<file path="src/rtl/div_fmt_pkg.sv">
// Shared Q10.10 format constants, FSM state type and token codes for the divider/root formatters.
// Latency: n/a (declarations only).
// Backpressure: n/a.
package div_fmt_pkg;

  localparam int Q_INT_BITS  = 10;
  localparam int Q_FRAC_BITS = 10;
  localparam int Q_WIDTH     = Q_INT_BITS + Q_FRAC_BITS;

  // Token code for the decimal point; digits use 0-9.
  localparam logic [3:0] DP_TOKEN = 4'hA;

  typedef enum logic [1:0] {
    IDLE,
    INT_CONV,
    FRAC_CONV,
    SEND
  } state_t;

endpackage

</file>
<file path="src/rtl/bin2bcd_iter.sv">
// Iterative double-dabble: load a binary value, then one bit per step into packed BCD.
// Latency: BIN_BITS step cycles after load; done is high once every bit has been shifted in.
// Backpressure: none; steps are ignored while done is high.
module bin2bcd_iter #(
  parameter int BIN_BITS = 10,
  parameter int DIGITS   = 4
) (
  input  logic                  clk,
  input  logic                  rst,
  input  logic                  load,
  input  logic                  step,
  input  logic [BIN_BITS-1:0]   bin,
  output logic [4*DIGITS-1:0]   bcd,
  output logic                  done
);

  localparam int CW = $clog2(BIN_BITS + 1);

  logic [BIN_BITS-1:0]          sh;
  logic [CW-1:0]                cnt;
  logic [4*DIGITS-1:0]          adj;
  logic [4*DIGITS+BIN_BITS-1:0] shifted;

  assign done = (cnt == '0);

  // Add-3 correction on every nibble that would overflow past 9 after the shift.
  always_comb begin
    adj = bcd;
    for (int i = 0; i < DIGITS; i++) begin
      if (bcd[4*i +: 4] >= 4'd5) adj[4*i +: 4] = bcd[4*i +: 4] + 4'd3;
    end
    shifted = {adj, sh} << 1;
  end

  // Load clears the BCD accumulator; each step shifts the next binary MSB in.
  always_ff @(posedge clk) begin
    if (rst) begin
      sh  <= '0;
      bcd <= '0;
      cnt <= '0;
    end else if (load) begin
      sh  <= bin;
      bcd <= '0;
      cnt <= CW'(BIN_BITS);
    end else if (step && !done) begin
      bcd <= shifted[4*DIGITS+BIN_BITS-1:BIN_BITS];
      sh  <= shifted[BIN_BITS-1:0];
      cnt <= cnt - 1'b1;
    end
  end

endmodule

</file>
<file path="src/rtl/quotient_dec_serializer.sv">
// Converts a captured Q10.10 quotient to decimal tokens (int digits, point, truncated fraction).
// Latency: SEND entered INT_BITS+FRAC_DIGITS+1 cycles after the capture edge, then one token per cycle.
// Backpressure: valid/ready; token held stable while stalled, new result edges while busy are dropped.
module quotient_dec_serializer
  import div_fmt_pkg::*;
#(
  parameter int INT_BITS    = Q_INT_BITS,
  parameter int FRAC_BITS   = Q_FRAC_BITS,
  parameter int INT_DIGITS  = 4,
  parameter int FRAC_DIGITS = 3
) (
  input  logic                          clk,
  input  logic                          rst,
  input  logic                          res_valid,
  input  logic [INT_BITS+FRAC_BITS-1:0] res_data,
  output logic                          dig_valid,
  output logic [3:0]                    dig_data,
  output logic                          dig_last,
  input  logic                          dig_ready,
  output logic                          busy,
  output logic                          res_drop
);

  localparam int NTOK = INT_DIGITS + FRAC_DIGITS + 1;
  localparam int KW   = $clog2(NTOK);
  localparam int FW   = (FRAC_DIGITS > 1) ? $clog2(FRAC_DIGITS) : 1;
  localparam int FXW  = FRAC_BITS + 4;

  state_t state, state_nxt;

  logic                    res_valid_q;
  logic                    res_drop_q;
  logic [FXW-1:0]          frac_acc;
  logic [FXW-1:0]          frac_x10;
  logic [3:0]              frac_digit;
  logic [FW-1:0]           frac_cnt;
  logic [4*NTOK-1:0]       tok_sr;
  logic [KW-1:0]           tok_idx;
  logic [4*INT_DIGITS-1:0] bcd;
  logic                    bcd_done;
  logic                    res_edge;
  logic                    capture;
  logic                    xfer;
  logic                    frac_last;
  logic                    tok_last;

  assign res_edge   = res_valid & ~res_valid_q;
  assign capture    = res_edge & (state == IDLE);
  assign xfer       = dig_valid & dig_ready;
  assign frac_last  = (frac_cnt == FW'(FRAC_DIGITS - 1));
  assign tok_last   = (tok_idx == KW'(NTOK - 1));
  // x10 as shift-and-add; the integer part that spills above FRAC_BITS is the next digit.
  assign frac_x10   = (frac_acc << 3) + (frac_acc << 1);
  assign frac_digit = frac_x10[FXW-1:FRAC_BITS];
  assign res_drop   = res_drop_q;

  bin2bcd_iter #(
    .BIN_BITS (INT_BITS),
    .DIGITS   (INT_DIGITS)
  ) u_bin2bcd (
    .clk  (clk),
    .rst  (rst),
    .load (capture),
    .step (state == INT_CONV),
    .bin  (res_data[INT_BITS+FRAC_BITS-1:FRAC_BITS]),
    .bcd  (bcd),
    .done (bcd_done)
  );

  // State register.
  always_ff @(posedge clk) begin
    if (rst) state <= IDLE;
    else     state <= state_nxt;
  end

  // Next-state and token-port outputs; the port only presents data in SEND.
  always_comb begin
    state_nxt = state;
    busy      = (state != IDLE);
    dig_valid = 1'b0;
    dig_data  = '0;
    dig_last  = 1'b0;
    case (state)
      IDLE:      if (capture) state_nxt = INT_CONV;
      INT_CONV:  if (bcd_done) state_nxt = FRAC_CONV;
      FRAC_CONV: if (frac_last) state_nxt = SEND;
      SEND: begin
        dig_valid = 1'b1;
        dig_data  = tok_sr[4*NTOK-1 -: 4];
        dig_last  = tok_last;
        if (dig_ready && tok_last) state_nxt = IDLE;
      end
      default:   state_nxt = IDLE;
    endcase
  end

  // Edge detect, drop pulse, fraction digit generation and the outgoing token shift register.
  // Fraction digits shift into the low end of tok_sr; the BCD and point are placed on the last one.
  always_ff @(posedge clk) begin
    if (rst) begin
      res_valid_q <= 1'b0;
      res_drop_q  <= 1'b0;
      frac_acc    <= '0;
      frac_cnt    <= '0;
      tok_sr      <= '0;
      tok_idx     <= '0;
    end else begin
      res_valid_q <= res_valid;
      res_drop_q  <= res_edge & (state != IDLE);
      if (capture) begin
        frac_acc <= FXW'(res_data[FRAC_BITS-1:0]);
        frac_cnt <= '0;
      end else if (state == FRAC_CONV) begin
        frac_acc                  <= FXW'(frac_x10[FRAC_BITS-1:0]);
        frac_cnt                  <= frac_cnt + 1'b1;
        tok_sr[4*FRAC_DIGITS-1:0] <= {tok_sr[4*FRAC_DIGITS-5:0], frac_digit};
        if (frac_last) begin
          tok_sr[4*NTOK-1:4*FRAC_DIGITS] <= {bcd, DP_TOKEN};
          tok_idx                        <= '0;
        end
      end else if (xfer) begin
        tok_sr  <= tok_sr << 4;
        tok_idx <= tok_idx + 1'b1;
      end
    end
  end

endmodule

</file>
<file path="config.mk">
export PLATFORM = sky130hd
export DESIGN_NAME = quotient_dec_serializer
export DESIGN_NICKNAME = d
export VERILOG_FILES = /design/src/rtl/div_fmt_pkg.sv /design/src/rtl/bin2bcd_iter.sv /design/src/rtl/quotient_dec_serializer.sv
export SDC_FILE = /design/constraint.sdc
export NUM_CORES = 1
export LEC_CHECK = 0
export CORE_MARGIN = 5
export CORE_UTILIZATION = 45
export DETAILED_ROUTE_END_ITERATION = 8
export SKIP_CTS_REPAIR_TIMING = 1
export SLEW_MARGIN = 20
export SYNTH_ARGS = -nofsm -noshare
export SYNTH_HDL_FRONTEND = slang
export SYNTH_HIERARCHICAL = 1
export SYNTH_SLANG_ARGS = --single-unit
</file>
<file path="constraint.sdc">
create_clock -name clk -period 3.4 [get_ports clk]
set_clock_uncertainty 0.1 [all_clocks]
set_input_delay 0.68 -clock clk [delete_from_list [all_inputs] [get_ports clk]]
set_output_delay 0.68 -clock clk [all_outputs]
set_load 0.02 [all_outputs]
</file>
==> results_dict.tcl <==
set metrics [dict create \
    dr_total_vias 3223 \
    antennaDiodeCount 0 \
    area_growth_pct 12.7 \
    yosys.area.top_type_share_pct 38.7 \
    synth_nets 519 \
    drive_above_1_share_pct 10.6 \
    p_seq_share_pct 38.8 \
    wl_um 8430 \
    dpl_worst_slack_ps 371 \
    grt_max_degree 44 \
    clkTransAtPathRegs_ps 80 \
    numPortBuffers 31 \
    final_core_util_pct 51.6 \
    cap_violations 0 \
    syn-cell-area_um2 4190 \
    grt_pass1_wl_um 14700 \
    gr-usage-met1_pct 19.8 \
    rsz0062_at_grt "false" \
    power_frac_comb_pct 38.1 \
    avgSynthCellArea_um2 8.94 \
    drc 0 \
    track_usage_pct 15.9 \
    multi_input_area_um2 2290 \
    die_area_um2 11300 \
    synth.most_common_cell "dfxtp_1" \
    finalCritPeriodShare_pct 78.8 \
    cts_tree "built" \
    viasPerCell 5.34 \
    ys_top_cells_by_count "81 x dfxtp_1, 61 x nor2_1, 30 x mux2i_1" \
    cp-start-kind "flop" \
    stdcell_count 603 \
    hp-class "flop to flop" \
    hold_ws_ps 356 \
    hpwl_um 5930 \
    power_leakage_nw 1.71 \
    setup_viol 0 \
    nNetsFinal 538 \
    swShare_pct 36.7 \
    required_ps 2620 \
    tns_ps 0 \
    worstPathArrival_ps 1900 \
    synthTopCellsByArea "dfxtp_1 39%, ha_1 7.5%, mux2i_1 7.2%, nor2_1 5.5%, a211oi_2 4.8%" \
    intPower_mw 2.05 \
    finalWorstSetupSlack_ps 721 \
    final_cell_area_um2 4720 \
    power_density_nw_per_um2 684 \
    synth_edf_count 0 \
    yosysTopAreaCell "dfxtp_1" \
    grt_pass1_vias 3160 \
    ir_drop_uv 286 \
    crit_path_max_incr_delay_ps 600 \
    drv_slew 0 \
    cts_buffers 9 \
    place.gp.congestion 0.797 \
    die_y_um 107 \
    netlist_instances 469 \
    worst_path_max_delay_cell "clkdlybuf4s50_1" \
    start_util_pct 45.8 \
    root_buffer "clkbuf_8" \
    postSynthRegisterBits 81 \
    n_fill_cell 872 \
    cp_max_fo 9 \
    die_w_um 107 \
    placed_cell_area_um2 4520 \
    drtIter0Drc 92 \
    tightest_slew_ps 881 \
    p_clk_share_pct 23.1 \
    switchingPower_mw 1.19 \
    core_area_um2 9150 \
    htreeDepth 3 \
    total_power_mw 3.23 \
    min_period_ps 2680 \
    hold_viol 0 \
    slew_headroom_pct 41.0 \
    synth.distinct_cells 51 \
    synth-seq-area-share_pct 38.7 \
    use_met3_pct 3.10 \
    grt_remaining_overflow 0 \
    worst_setup_path_end_kind "output port" \
    route.antenna.remaining_nets 0 \
    clock-sinks 81 \
    io_pins 32 \
    worstSetupPathType "flop to output port" \
    seqCellArea_um2 1620 \
    ys.flop_type "dfxtp_1" \
    placedCellCount 588 \
    cts.path.max_buffers 2 \
    antenna_found_initial 0 \
    top_usage_layer "met2" \
    crit_chain "ha_1 > and2_1 > clkdlybuf4s50_1" \
    rows 35 \
    synth_warnings 6 \
    status "complete, no violations" \
    clock.fmax_mhz 373 \
    ys_async_sr_fraction_pct 0 \
    avgRoutedWirePerCell_um 14.0 \
    drt_first_pass_iters 4 \
    use_met2_pct 28.2 \
    clkLatencyLatePin_ps 340 \
]
-- path summary, 6_finish.rpt --
kind / endpoint / cells after the start / start / slack (ps)
worst max-delay path: dig_last / 3 / state[1] / 720
worst min register to register: u_bin2bcd/bcd[0] / 2 / u_bin2bcd/sh[9] / 360
worst min-delay path: u_bin2bcd/bcd[0] / 2 / u_bin2bcd/sh[9] / 360
worst max register to register: u_bin2bcd/bcd[5] / 8 / state[0] / 850
-- metal layers --
| metal | up-vias | wire length (um) |
|---|---|---|
| li1 | 1686 | - |
| met1 | 1491 | 3970 |
| met2 | 44 | 4160 |
| met3 | 2 | 264 |
| met4 | 0 | 28 |
| met5 | - | 0 |
-- worst max-delay path, delay by kind of cell, from the launching register on --
family / cells / cell delay, ps
fa+ha+maj: 1 / 380
buf+inv: 1 / 600
flops: 1 / 390
simple gates: 1 / 190
-- registers in the layout, indices dropped and copies added (netlist names) --
signal / cells
state: 2
u_bin2bcd/sh: 10
res_valid_q: 1
u_bin2bcd/bcd: 16
frac_cnt: 2
res_drop: 1
tok_idx: 3
u_bin2bcd/cnt: 4
tok_sr: 32
frac_acc: 10
-- kinds of logic (layout without fill, tap and decap cells) --
family,count (synthesis),after routing,synth area share [%]
buf+inv,59,82,6.65
mux,34,34,8.24
compound gates,112,112,19.5
xor+xnor,10,10,2.09
simple gates,147,147,16.9
fa+ha+maj,26,26,7.94
flops,81,81,38.7
-- cell type report --
class | instances | share of cell area (%)
Sequential cell | 81 | 34.3
Clock buffer | 9 | 2.62
Inverter | 31 | 2.52
Timing Repair Buffer | 36 | 7.26
Clock inverter | 6 | 1.77
Multi-Input combinational cell | 329 | 48.6
Tap cell | 111 | 2.94
-- cells in the final DEF, fill, tap and decap left out, drive strengths merged, types with 6 or more instances in the layout --
master	n
and2	13
ha	25
nand2b	6
a2111oi	10
mux2i	30
a21oi	29
nand2	13
nand3	15
dfxtp	81
inv	31
clkbuf	9
buf	6
o21ai	26
nor2	61
a211oi	24
clkdlybuf4s50	30
nor3	25
-- power groups by stage --
stage | Sequential (mW) | Combinational [mW] | Clock [mW]
after floorplan | 1.24 | 1.06 | 0
after global placement | 1.27 | 1.21 | 0
after detailed placement | 1.28 | 1.24 | 0
after CTS | 1.26 | 1.25 | 0.778
after global routing | 1.28 | 1.41 | 0.809
final | 1.25 | 1.23 | 0.747
(Power assumes the default switching activity.)
